## src/rtl/jk_bank_driver.sv

```systemverilog
// Write-side controller for a bank of external JK flip-flops: computes J/K excitation
// from Q feedback, drives for one cycle, verifies, retries, and flags exhausted retries.
module jk_bank_driver #(
    parameter int unsigned WIDTH     = 8,
    parameter int unsigned DC_MODE   = 0,
    parameter int unsigned MAX_RETRY = 2
) (
    input  logic             clk,
    input  logic             rst,
    input  logic             in_valid,
    output logic             in_ready,
    input  logic [WIDTH-1:0] in_data,
    input  logic [WIDTH-1:0] q_fb,
    output logic [WIDTH-1:0] j_out,
    output logic [WIDTH-1:0] k_out,
    output logic             busy,
    output logic             done,
    output logic             err,
    output logic [7:0]       err_cnt
);

    typedef enum logic [1:0] {
        IDLE,
        DRIVE,
        VERIFY
    } state_t;

    localparam logic [2:0] RETRY_LIM = 3'(MAX_RETRY);

    state_t           state, state_nxt;
    logic [WIDTH-1:0] target, target_nxt;
    logic [WIDTH-1:0] j_nxt, k_nxt;
    logic [WIDTH-1:0] tgt_sel, exc_j, exc_k;
    logic [2:0]       retry, retry_nxt;
    logic             done_nxt, err_nxt;
    logic [7:0]       err_cnt_nxt;

    assign in_ready = (state == IDLE) && !rst;
    assign busy     = (state != IDLE);

    // In IDLE the excitation is built from the incoming word; later from the latched target.
    assign tgt_sel = (state == IDLE) ? in_data : target;

    always_comb begin
        if (DC_MODE == 0) begin
            exc_j = ~q_fb & tgt_sel;
            exc_k = q_fb & ~tgt_sel;
        end else begin
            exc_j = q_fb | tgt_sel;
            exc_k = ~(q_fb & tgt_sel);
        end
    end

    always_comb begin
        state_nxt   = state;
        target_nxt  = target;
        j_nxt       = '0;
        k_nxt       = '0;
        retry_nxt   = retry;
        done_nxt    = 1'b0;
        err_nxt     = 1'b0;
        err_cnt_nxt = err_cnt;
        case (state)
            IDLE: begin
                if (in_valid && in_ready) begin
                    target_nxt = in_data;
                    j_nxt      = exc_j;
                    k_nxt      = exc_k;
                    retry_nxt  = '0;
                    state_nxt  = DRIVE;
                end
            end
            DRIVE: begin
                state_nxt = VERIFY;
            end
            VERIFY: begin
                if (q_fb == target) begin
                    state_nxt = IDLE;
                    done_nxt  = 1'b1;
                end else if (retry < RETRY_LIM) begin
                    retry_nxt = retry + 3'd1;
                    j_nxt     = exc_j;
                    k_nxt     = exc_k;
                    state_nxt = DRIVE;
                end else begin
                    state_nxt = IDLE;
                    done_nxt  = 1'b1;
                    err_nxt   = 1'b1;
                    if (err_cnt != 8'hFF) begin
                        err_cnt_nxt = err_cnt + 8'd1;
                    end
                end
            end
            default: begin
                state_nxt = IDLE;
            end
        endcase
    end

    always_ff @(posedge clk) begin
        if (rst) begin
            state   <= IDLE;
            target  <= '0;
            j_out   <= '0;
            k_out   <= '0;
            retry   <= '0;
            done    <= 1'b0;
            err     <= 1'b0;
            err_cnt <= '0;
        end else begin
            state   <= state_nxt;
            target  <= target_nxt;
            j_out   <= j_nxt;
            k_out   <= k_nxt;
            retry   <= retry_nxt;
            done    <= done_nxt;
            err     <= err_nxt;
            err_cnt <= err_cnt_nxt;
        end
    end

endmodule

```

## config.mk

```make
export PLATFORM = sky130hd
export DESIGN_NAME = jk_bank_driver
export DESIGN_NICKNAME = d
export VERILOG_FILES = /design/src/rtl/jk_bank_driver.sv
export SDC_FILE = /design/constraint.sdc
export NUM_CORES = 1
export LEC_CHECK = 0
export ABC_CLOCK_PERIOD_IN_PS = 1750
export BUFFER_PORTS_ARGS = -buffer_cell sky130_fd_sc_hd__buf_2
export CAP_MARGIN = 5
export CORE_MARGIN = 2
export CORE_UTILIZATION = 49
export CTS_CLUSTER_DIAMETER = 150
export CTS_CLUSTER_SIZE = 10
export DETAILED_ROUTE_END_ITERATION = 6
export PLACE_DENSITY = 0.81
export SYNTH_ARGS = -nofsm -noshare
export SYNTH_HDL_FRONTEND = slang
export SYNTH_SLANG_ARGS = --single-unit
```

## constraint.sdc

```tcl
create_clock -name clk -period 1.75 [get_ports clk]
set_input_delay 0.35 -clock clk [delete_from_list [all_inputs] [get_ports clk]]
set_output_delay 0.35 -clock clk [all_outputs]
set_load 0.02 [all_outputs]
```

==> impl_metrics.env <==
export IMPL_timing_final_crit_period_ns=1.62
export IMPL_grt_usage_pct=19.5
export IMPL_synth_xor_area_share_pct=4.28
export IMPL_die_width_um=61.8
export IMPL_yosysWarnings=0
export IMPL_synthFlopType="dfxtp_1"
export IMPL_synth_compound_area_share_pct=11.4
export IMPL_avgSynthCellArea_um2=9.68
export IMPL_yosysSeqAreaShare_pct=47.7
export IMPL_vias=1383
export IMPL_fin_ws_ns=0.133
export IMPL_clock_latency_ns=0.35
export IMPL_setup_viol=0
export IMPL_drive_above_1_share_pct=33.8
export IMPL_numCtsBuffers=5
export IMPL_route_detailed_drc=0
export IMPL_port_buffer_count=46
export IMPL_cts_buffer_depth=2
export IMPL_grt_pass1_vias=1267
export IMPL_synth_edf_count=0
export IMPL_hold_viol=0
export IMPL_maxCapViolations=0
export IMPL_cts_htree_levels=2
export IMPL_drt_first_pass_iters=4
export IMPL_die_area_um2=3820
export IMPL_initial_core_util_pct=52.7
export IMPL_yosysUniqueCellTypes=40
export IMPL_crit_required_ns=2.04
export IMPL_p_per_area_nw_per_um2=937
export IMPL_fmax_mhz=619
export IMPL_tritoncts="done"
export IMPL_status="completed"
export IMPL_vias_per_cell=5.14
export IMPL_async_flop_share_pct=0
export IMPL_synth_adder_area_share_pct=1.53
export IMPL_slew_headroom_pct=75.1
export IMPL_grt_first_pass_wirelength_mm=5.43
export IMPL_antenna_cells=0
export IMPL_drt_wl_total_mm=3.36
export IMPL_rows=20
export IMPL_peakVddDrop_v=0.000642
export IMPL_drv_slew=0
export IMPL_io_pins=47
export IMPL_period_share_pct=92.4
export IMPL_die_h_um=61.8
export IMPL_grt_overflow=0
export IMPL_fin_util_pct=65.9
export IMPL_wire_per_inst_um=12.5
export IMPL_path_class="register to register"
export IMPL_netlist_area_um2=1640
export IMPL_dp_hpwl_mm=2.42
export IMPL_muxShareOfSynthArea_pct=6.50
export IMPL_antenna_found_initial=0
export IMPL_worstMarginPinSlew_ns=0.374
export IMPL_cts_root_buf="clkbuf_4"
export IMPL_worstPathArrival_ns=1.90
export IMPL_grt_max_degree=19
export IMPL_fin_skew_ns=0.0100
export IMPL_routabilityCongestion=0.830
export IMPL_fin_setup_tns_ns=0
export IMPL_endpoint_kind="register"
export IMPL_clock_sinks=39
export IMPL_drtAntennaViolNets=0
export IMPL_cp_max_fo=7
export IMPL_syn_nets=190
export IMPL_grt_setup_unrepaired="no"
export IMPL_coreArea_um2=3100
export IMPL_p_leak_nw=0.909
export IMPL_dp_slack_ns=0.0509
export IMPL_drt_initial_drc_count=60
export IMPL_ys_ff_latch=39
export IMPL_yosys_area_share_simple_pct=24.5
export IMPL_layout_nets=245
export IMPL_syn_inst=169
export IMPL_synth_top_family_by_area="simple AND/OR/NAND/NOR gates"
export IMPL_clk_pin_slew_ns=0.12
export IMPL_syn2layout_area_growth_pct=24.9
export IMPL_start_kind="register"
export IMPL_hold_buffers=0
export IMPL_hold_class="input port to register"
## metrics by stage
stage	power, mW	instance area [um^2]	std cells	hold slack (ns)
final	1.92	2040	269	0.181
after CTS	1.91	2010	265	0.173
after detailed placement	1.17	1900	257	0.461
after floorplan	1.11	1640	169	0.426
after global routing	2.00	2040	269	0.159
after global placement	1.17	1900	257	0.456
## worst max-delay path, stage by stage, from the launching register on
cell,delay (ns)
dfxtp_1,0.35
nand2b_1,0.17
nor2_1,0.19
o21ai_2,0.12
buf_4,0.17
or3b_2,0.43
a21oi_1,0.13
## flip-flops by register name (all words and copies together), names as in the netlist
register / flops
k_out: 8
err: 1
target: 8
done: 1
retry: 3
j_out: 8
err_cnt: 8
state: 2
## layer usage
| metal | share of wire [%] | vias up | track usage (%) |
|---|---|---|---|
| met1 | 43 | 635 | 23.2 |
| met5 | 0 | - | 0 |
| met4 | 1.2 | 0 | 6.69 |
| met2 | 50 | 35 | 32.8 |
| li1 | - | 707 | - |
| met3 | 5.9 | 6 | 6.83 |
## layout by cell type, fill, tap and decap left out, types with 2 or more instances in the layout
master,count
nor3b_1,9
buf_4,8
xnor2_1,8
a211oi_1,2
nor2b_1,2
and3_1,8
nand2_1,23
a21oi_1,14
o31ai_1,2
bufinv_16,2
nor2_2,2
or4_1,2
mux2i_1,8
buf_2,46
or3_1,2
clkbuf_4,5
inv_1,3
nor2_1,9
nand3_1,2
nand4_1,4
ha_1,2
nand4_2,2
dfxtp_1,39
o21ai_0,3
## logic make-up (layout without fill, tap and decap cells)
kind of cell | count (synthesis) | after routing
flops | 39 | 39
xor+xnor | 8 | 8
simple gates | 72 | 72
compound gates | 28 | 28
fa+ha+maj | 2 | 2
buf+inv | 10 | 66
mux | 10 | 10
## cell type report
class | count | area (um^2)
Inverter | 3 | 11.3
Clock inverter | 3 | 67.6
Timing Repair Buffer | 55 | 302
Fill cell | 282 | 1060
Clock buffer | 5 | 37.5
Tap cell | 44 | 55.1
Multi-Input combinational cell | 120 | 791
Sequential cell | 39 | 781
## final timing paths
check	start	end	slack (ns)	depth (start not counted)
max	state[0]	err_cnt[1]	0.13	6
min	q_fb[6]	j_out[6]	0.18	2
max reg2reg	state[0]	err_cnt[1]	0.13	6
min reg2reg	target[7]	target[7]	0.49	2
## synthesized netlist by cell type, types with 2 or more instances
cell,n,share of area (%)
nand4_1,4,1.5
nand3_1,2,0.61
clkbuf_1,2,0.46
nor3b_1,9,4.1
xnor2_1,8,4.3
and3_1,8,3.1
a211oi_1,2,0.92
mux2i_1,8,4.9
inv_1,3,0.69
dfxtp_1,39,48
nand4_2,2,1.5
or4_1,2,0.92
o21ai_0,3,0.92
or3_1,2,0.76
nor2_1,10,2.3
a21oi_1,14,4.3
clkbuf_8,2,1.7
buf_2,2,0.61
nor2b_1,2,0.76
o31ai_1,2,0.92
nand2_1,23,5.3
ha_1,2,1.5
## power breakdown
group	switching (mW)	total, mW	internal [mW]
registers	0.0169	0.934	0.917
logic	0.130	0.236	0.106
clock network	0.302	0.746	0.444
total	0.449	1.92	1.47
## repair_timing
| action | CTS | global route |
|---|---|---|
| gates resized for setup | 0 | 2 |
| endpoints found under the hold margin | 0 | 0 |
| endpoints found under the setup margin | 0 | 1 |
| setup buffers | 0 | 4 |
Power figures use the tool's default switching activity.
